`src/rtl/change_dispenser.sv`:
```
// change_dispenser: turns a latched vend decision into timed, one-at-a-time gruel and
// shilling actuator pulses, with busy/done status and a live remaining-change count.
//
// state    | meaning
// ---------+--------------------------------------------------------------
// Idle     | waiting for a synchronized rising edge of vend_req
// GruelOn  | gruel dispenser driven for PULSE_CYCLES
// GruelGap | mandatory off-time after the gruel pulse
// CoinOn   | shilling ejector driven for PULSE_CYCLES
// CoinGap  | mandatory off-time after a coin pulse
// Finish   | single-cycle completion, done strobe
module change_dispenser #(
  parameter int PULSE_CYCLES = 25_000_000,
  parameter int GAP_CYCLES   = 12_500_000
) (
  input  logic       clk50,
  input  logic       reset,
  input  logic       vend_req,
  input  logic       gruel_req,
  input  logic [2:0] change_count,
  output logic       gruel_pulse,
  output logic       coin_pulse,
  output logic       busy,
  output logic       done,
  output logic [2:0] shillings_left
);

  localparam int MaxCycles = (PULSE_CYCLES > GAP_CYCLES) ? PULSE_CYCLES : GAP_CYCLES;
  localparam int CntW      = $clog2(MaxCycles + 1);
  localparam logic [CntW-1:0] PulseLoad = CntW'(PULSE_CYCLES - 1);
  localparam logic [CntW-1:0] GapLoad   = CntW'(GAP_CYCLES - 1);

  typedef enum logic [2:0] {
    Idle     = 3'd0,
    GruelOn  = 3'd1,
    GruelGap = 3'd2,
    CoinOn   = 3'd3,
    CoinGap  = 3'd4,
    Finish   = 3'd5
  } stateT;

  stateT           state;
  stateT           nextState;
  logic [CntW-1:0] phaseCnt;
  logic [2:0]      coinsLeft;
  logic            syncS1;
  logic            syncS2;
  logic            syncS3;
  logic [1:0]      vldPipe;
  logic            armed;
  logic            startEvt;
  logic            phaseEnd;

  // armed only sets once the synchronizer has carried a real low sample of vend_req,
  // so a request already high when reset releases is not mistaken for a new edge.
  always_ff @(posedge clk50 or negedge reset) begin
    if (!reset) begin
      syncS1  <= 1'b0;
      syncS2  <= 1'b0;
      syncS3  <= 1'b0;
      vldPipe <= 2'b00;
      armed   <= 1'b0;
    end else begin
      syncS1  <= vend_req;
      syncS2  <= syncS1;
      syncS3  <= syncS2;
      vldPipe <= {vldPipe[0], 1'b1};
      if (vldPipe[1] && !syncS2) begin
        armed <= 1'b1;
      end
    end
  end

  assign startEvt = syncS2 && !syncS3 && armed;
  assign phaseEnd = (phaseCnt == '0);

  always_comb begin
    nextState = state;
    case (state)
      Idle: begin
        if (startEvt) begin
          if (gruel_req) begin
            nextState = GruelOn;
          end else if (change_count != 3'd0) begin
            nextState = CoinOn;
          end else begin
            nextState = Finish;
          end
        end
      end
      GruelOn: begin
        if (phaseEnd) nextState = GruelGap;
      end
      GruelGap: begin
        if (phaseEnd) nextState = (coinsLeft != 3'd0) ? CoinOn : Finish;
      end
      CoinOn: begin
        if (phaseEnd) nextState = CoinGap;
      end
      CoinGap: begin
        if (phaseEnd) nextState = (coinsLeft != 3'd0) ? CoinOn : Finish;
      end
      Finish: begin
        nextState = Idle;
      end
      default: begin
        nextState = Idle;
      end
    endcase
  end

  // There are no self-transitions, so every state change is a fresh entry that reloads the timer.
  always_ff @(posedge clk50 or negedge reset) begin
    if (!reset) begin
      state     <= Idle;
      phaseCnt  <= '0;
      coinsLeft <= 3'd0;
    end else begin
      state <= nextState;
      if (nextState != state) begin
        case (nextState)
          GruelOn, CoinOn:   phaseCnt <= PulseLoad;
          GruelGap, CoinGap: phaseCnt <= GapLoad;
          default:           phaseCnt <= '0;
        endcase
      end else if (!phaseEnd) begin
        phaseCnt <= phaseCnt - 1'b1;
      end

      if (state == Idle && startEvt) begin
        coinsLeft <= change_count;
      end else if (state == CoinOn && phaseEnd && coinsLeft != 3'd0) begin
        coinsLeft <= coinsLeft - 3'd1;
      end
    end
  end

  always_ff @(posedge clk50 or negedge reset) begin
    if (!reset) begin
      gruel_pulse    <= 1'b0;
      coin_pulse     <= 1'b0;
      busy           <= 1'b0;
      done           <= 1'b0;
      shillings_left <= 3'd0;
    end else begin
      gruel_pulse    <= (state == GruelOn);
      coin_pulse     <= (state == CoinOn);
      busy           <= (state != Idle);
      done           <= (state == Finish);
      shillings_left <= coinsLeft;
    end
  end

endmodule

```
`config.mk`:
```
export PLATFORM = sky130hd
export DESIGN_NAME = change_dispenser
export DESIGN_NICKNAME = d
export VERILOG_FILES = /design/src/rtl/change_dispenser.sv
export SDC_FILE = /design/constraint.sdc
export NUM_CORES = 1
export LEC_CHECK = 0
export CORE_MARGIN = 2
export CORE_UTILIZATION = 60
export CTS_BUF_LIST = sky130_fd_sc_hd__clkbuf_8
export CTS_CLUSTER_SIZE = 24
export DETAILED_ROUTE_END_ITERATION = 12
export GPL_TIMING_DRIVEN = 0
export PLACE_DENSITY = 0.78
export SYNTH_ARGS = -nofsm -noshare
export SYNTH_HDL_FRONTEND = slang
export SYNTH_SLANG_ARGS = --single-unit
```
`constraint.sdc`:
```
create_clock -name clk50 -period 3.1 [get_ports clk50]
set_input_delay 0.775 -clock clk50 [delete_from_list [all_inputs] [get_ports clk50]]
set_output_delay 0.775 -clock clk50 [all_outputs]
set_load 0.1 [all_outputs]
```
Word-level counts from Yosys, hierarchy flattened
Index checks and enable logic that the tools add are counted.
{"block": "totals", "reg_bits": 44, "in_bits": 7, "out_inout_bits": 7, "wordCells": 56}
{"block": "op_classes", "add_sub_neg": 2, "n_eq_ne": 11, "muxes": 13, "n_reduce_logical": 17}
{"operator": "$mux 25", "count": 2}
{"operator": "$pmux 25 s2", "count": 1}
{"operator": "$mux 3", "count": 9}
{"operator": "$logic_not 25->1", "count": 1}
{"operator": "$sub 25x1->25 const B", "count": 1}
{"operator": "$eq 3x2->1 const B", "count": 4}
{"operator": "$pmux 3 s4", "count": 1}
{"operator": "$eq 3x3->1 const B", "count": 3}
{"operator": "$reduce_bool 3->1", "count": 3}
{"operator": "$eq 3x1->1 const B", "count": 2}
{"operator": "$logic_and 1x1->1", "count": 6}
{"operator": "$reduce_or 2->1", "count": 3}
{"operator": "$logic_not 3->1", "count": 1}
{"operator": "$ne 3x3->1", "count": 1}
{"operator": "$sub 3x1->3 const B", "count": 1}
{"operator": "$logic_not 1->1", "count": 2}
{"operator": "$ne 2x1->1 const B", "count": 1}
{"operator": "$reduce_bool 2->1", "count": 1}

Logic depth before layout (Yosys ltp)
{"block": "logic_depth", "ltp_word": 9, "ltp_mapped": 10, "mapped_depth_nobuf": 7}

Worst setup path before layout
Ideal clock, no wire load.
{"block": "synth_path", "path_type": "register to register", "start": "register phaseCnt[0]", "end": "register phaseCnt[0]", "setup_ns": 0.079, "t_arrival_ns": 2.424, "required_ns": 3.021, "slack_ns": 0.597, "stages_incl_launch_ff": 10, "n_path_buf": 2, "period_less_slack_ns": 2.503, "cell_sequence": "dfrtp_1 -> inv_1 -> ha_1 -> or3b_1 -> clkbuf_1 -> nor4_1 -> a21oi_1 -> nor2_2 -> buf_4 -> mux2i_1"}
{"block": "synth_via", "elab_chain_len": 7, "elab_cells_between_ends": 17, "classes_between": "1 x add/sub; 6 x eq/ne; 7 x mux; 3 x reduce/logical"}
{"element": "start: declaration", "line_no": "44", "text": "logic [CntW-1:0] phaseCnt;"}
{"element": "start signal: assignment", "line_no": "122", "text": "GruelOn, CoinOn: phaseCnt <= PulseLoad;"}
{"element": "start signal: assignment", "line_no": "123", "text": "GruelGap, CoinGap: phaseCnt <= GapLoad;"}
{"element": "start signal: assignment", "line_no": "127", "text": "phaseCnt <= phaseCnt - 1'b1;"}
{"element": "$logic_not 25->1", "line_no": "75", "text": "assign phaseEnd = (phaseCnt == '0);"}
{"element": "$mux 3, on equally long branches"}
{"element": "$pmux 3 s4", "line_no": "79", "text": "case (state)"}
{"element": "$eq 3x2->1 (tied with other cells)", "line_no": "121", "text": "case (nextState)"}
{"element": "$reduce_or 2->1", "line_no": "121"}
{"element": "$pmux 25 s2", "line_no": "121"}
{"element": "$mux 25", "line_no": "120", "text": "if (nextState != state) begin"}
Several ways; a longest one is shown, not always the timed one. The select of a mux whose other input is x is not followed.
A chain may end at the register's enable or synchronous reset.

Worst setup path after layout
{"block": "layout_path", "start": "input change_count[0]", "end": "register phaseCnt[18]"}
{"block": "layout_via", "elab_chain_len": 9, "elab_cells_between_ends": 15, "classes_between": "6 x eq/ne; 6 x mux; 3 x reduce/logical"}
{"element": "start: declaration", "line_no": "20", "text": "input logic [2:0] change_count,"}
{"element": "$reduce_bool 3->1 *", "line_no": "84", "text": "end else if (change_count != 3'd0) begin"}
{"element": "$mux 3 *", "line_no": "84"}
{"element": "$mux 3 *", "line_no": "82", "text": "if (gruel_req) begin"}
{"element": "$mux 3 *", "line_no": "81", "text": "if (startEvt) begin"}
{"element": "$pmux 3 s4 *", "line_no": "79"}
{"element": "$eq 3x2->1 (tied with other cells)", "line_no": "121"}
{"element": "$reduce_or 2->1", "line_no": "121"}
{"element": "$pmux 25 s2", "line_no": "121"}
{"element": "$mux 25", "line_no": "120"}
Every way passes the cells marked *; elsewhere a longest branch is shown, timed or not.

==> results.txt <==
The worst-path maximum fanout came out at 10. After synthesis, flip-flops and latches occupy 44.69% of the total area. The post-placement cell count was 306.

The final period utilization was 93.71%. The Yosys step of the flow raised 0 warnings. The critical path goes through clkdlybuf4s50_1 > or4_1 > nor3_1 > o311ai_0 > o211ai_2 > buf_6 > a211oi_1.

The sink count of the clock tree was 44; the maximum number of pins on one net before global-route repair was 25. Compared with the post-synthesis result, the final layout area differs by 12.54%. The floorplan step defined a core boundary enclosing 0.003971 mm^2. In this run the power density over the cells is 833.5 mW/mm^2.

The multiplexer share of the synthesized area came out at 2.133%. Among all flip-flop cells after synthesis, the most frequent one is sky130_fd_sc_hd__dfrtp_1. The area fraction in and, or, nand and nor cells after synthesis was 19.10%; the mean routed wirelength per cell was 16.51 um.

The tools report the total nets after synthesis as 252. In this run, synthesis produced a sequential element count of 44. Buffers placed on the I/O ports in this run total 13.

Vias after detailed routing: 1937. The combinational family with the most area after synthesis was compound AO/OA/AOI/OAI gates. The number of setup buffers added after CTS is 0.

The tools report the final weighted congestion of routability-driven global placement as 0.8471. Global routing finished with a remaining overflow of 0. The first global-routing pass estimated 8625 um of wire. Detailed placement ended at an HPWL of 3676 um.

After detailed routing, the number of vias per cell comes to 6.169. The area of the die was 0.004635 mm^2. The hold violation count in the final report is 0.

The number of enable flip-flop cells after synthesis is 0. The tools report the initial antenna violation count as 0. In this run the tightest slew margin relative to its limit is 35.44%. The total routing usage reported by global routing was 25.35%; the overall routed net length was 5184 um. Counting the fill cells in the layout gives 320. The H-tree was split into 2 levels. Measured along the y axis, the die boundary spans 68.08 um. After synthesis, the netlist uses 53 different library cells.

No sink is reached through more buffers than the 2 on the longest clock path. Kind of launch point of the worst setup path: a primary input. In the final design database the tool counted 273 nets. The tools report the number of antenna-violating nets in the routed design as 0. At the worst endpoint, the required time is 3.28 ns. The x dimension of the die is 68.08 um. In this run the mean area of a mapped cell was 10.18 um^2. After synthesis, the share of flip-flops with an asynchronous set or reset is 100.0%. Of the total synthesized cell area, the portion taken by XOR and XNOR cells is 5.333%. The path class of the lowest-slack min-delay path is flip-flop to flip-flop. Setup violations remaining at the end of the flow were counted as 0.

STA classifies the critical path endpoint as a flip-flop. Once layout is complete, the cells apart from fillers number 314. Setup repair after global routing left no endpoint under its margin.

Summing the areas of all compound-gate instances in the mapped netlist gives 21.43% of the synthesized area. The count of antenna diodes in the layout came out at 0. Based on the critical path, the design can be clocked at up to 344.2 MHz. The number of instances in the synthesized netlist was 242; the initial core utilization was 62.04%. For the final-report max-slew violation count, the log shows 0.

The run gives 1784 as the number of global-route vias before repair. The clock arrives with 0.005470 ns of skew. For this design the top-level I/O count stands at 14. Clock transition at the registers of the reported paths: 0.08 ns. The residual DRC count is 0, and the number of search-and-repair iterations in the first detailed-routing pass is 4. The synthesized netlist occupies a cell area of 0.002464 mm^2. After layout, the design draws a total of 2.311 mW.

The number of buffers created by CTS is 5, and the insertion delay of the later-clocked pin in the worst-skew pair is 0.30 ns. For this run, the slowest stage of the critical path takes 0.55 ns. The actual transition at the worst max-transition pin came out at 0.9654 ns. The floorplan has 23 rows. By startpoint and endpoint, the worst setup path is classified as primary input to flip-flop. Cell type group with the largest total delay on the critical path: simple AND/OR/NAND/NOR gates. In the layout the commonest cells are 44 x sky130_fd_sc_hd__dfrtp_1, 16 x sky130_fd_sc_hd__a21oi_1, 12 x sky130_fd_sc_hd__nor2_1, 12 x sky130_fd_sc_hd__clkdlybuf4s50_1, 11 x sky130_fd_sc_hd__nor3_1. The clock period could shrink to 2.905 ns.

After Yosys synthesis, full adders, half adders and majority gates account for 1.524% of the synthesized area. For the static leakage power, the log shows 1.086 nW. The maximum ir drop on the vdd rail is 0.4137 mV. Together, buffers and inverters on the worst path number 2. Of the cells placed in the final design, the portion with a size suffix greater than 1 is 16.29%. The most common library cell in the layout ignoring fill and taps was sky130_fd_sc_hd__dfrtp_1. The arrival time at the worst endpoint is 3.08 ns. For this block, the initial DRC count from the detailed router was 182. The flow ran to the end, and the final reports show no timing, DRC or antenna violations.

The slowest stage of the critical path belongs to the cell sky130_fd_sc_hd__or4_1. TritonCTS built the clock tree. CTS placed an instance of sky130_fd_sc_hd__clkbuf_8 at the clock tree root. The tool flagged a number of max-cap violations equal to 0.
[layer usage]
metal	routed length, um	vias to the layer above	GRT usage, %
li1	-	936	-
met3	236	6	4.441
met2	2449	53	39.20
met4	72	0	8.500
met5	0	-	0
met1	2426	942	36.06
[state kept, by name, indices dropped and copies added, names as in the netlist, 2 cells and up]
name / count
phaseCnt: 25
coinsLeft: 3
shillings_left: 3
state: 3
vldPipe: 2
[path summary, 6_finish.rpt]
path                                endpoint       startpoint  cells after the start  slack [ns]
worst max-delay path            phaseCnt[18]  change_count[0]                      7        0.19
worst min-delay path              vldPipe[1]       vldPipe[0]                      0        0.35
worst max register to register  phaseCnt[23]      phaseCnt[0]                      9        0.23
worst min register to register    vldPipe[1]       vldPipe[0]                      0        0.35
max in group asynchronous       phaseCnt[19]            reset                      2        2.18
min in group asynchronous        phaseCnt[6]            reset                      1        0.43
[metrics by stage]
stage	worst slack (ns)	utilization [%]	instance area [um^2]	TNS [ns]	hold WS (ns)
after global routing	0.02196	69.82	2773	0	0.3724
after floorplan	0.5970	-	2464	0	0.3312
after CTS	0.01747	69.66	2766	0	0.3551
final	0.1950	69.82	2773	0	0.3514
after global placement	-0.08256	66.89	2656	-0.6224	0.3327
after detailed placement	-0.1113	67.45	2679	-0.9445	0.3358
[report_power, final]
part           internal, mW  switching (mW)  total [mW]
sequential            0.787           0.187       0.974
clock                 0.157           0.203       0.360
combinational         0.407           0.570       0.977
[worst reg2reg max path: stages, from the launching register on]
cell and delay, ns:
sky130_fd_sc_hd__dfrtp_1 0.41, sky130_fd_sc_hd__inv_1 0.10, sky130_fd_sc_hd__ha_1 0.19, sky130_fd_sc_hd__or3b_1 0.35, sky130_fd_sc_hd__clkbuf_1 0.18, sky130_fd_sc_hd__nor4_2 0.38
sky130_fd_sc_hd__a21oi_1 0.33, sky130_fd_sc_hd__clkbuf_1 0.34, sky130_fd_sc_hd__a21oi_1 0.39, sky130_fd_sc_hd__a21oi_1 0.08
[Yosys cell counts, types with 7 or more instances]
cell type,n,area share [%]
sky130_fd_sc_hd__or3_1,7,1.8
sky130_fd_sc_hd__clkbuf_1,9,1.4
sky130_fd_sc_hd__a211oi_1,10,3.0
sky130_fd_sc_hd__nor4_1,9,2.3
sky130_fd_sc_hd__xnor2_1,9,3.2
sky130_fd_sc_hd__o31a_1,7,2.5
sky130_fd_sc_hd__nor3_1,11,2.2
sky130_fd_sc_hd__inv_1,10,1.5
sky130_fd_sc_hd__dfrtp_1,44,45
sky130_fd_sc_hd__a21oi_1,16,3.3
sky130_fd_sc_hd__nor2_1,12,1.8
[timing repair]
item / in CTS / in global routing
gates resized for setup: 0 / 1
setup endpoints to repair: 0 / 16
hold buffers: 0 / 0
[kinds of logic (layout without fill, tap and decap cells)]
kind of cell	Yosys count	in the layout
AO/OA/AOI/OAI	71	71
XOR/XNOR	15	15
adder cells (fa/ha/maj)	3	3
buffers and inverters	27	49
flip-flops	44	44
multiplexers	5	5
other	1	1
AND/OR/NAND/NOR	76	76
[final cells by class]
cell class | instances | area [um^2] | area share (%)
Clock buffer | 5 | 68.82 | 2.482
Sequential cell | 44 | 1101 | 39.71
Inverter | 10 | 37.54 | 1.354
Multi-Input combinational cell | 171 | 1230 | 44.36
Buffer | 17 | 101.3 | 3.655
Clock inverter | 3 | 18.77 | 0.6769
Tap cell | 50 | 62.56 | 2.256
Timing Repair Buffer | 14 | 152.6 | 5.505
No activity file was read; power rests on OpenSTA's default activity.
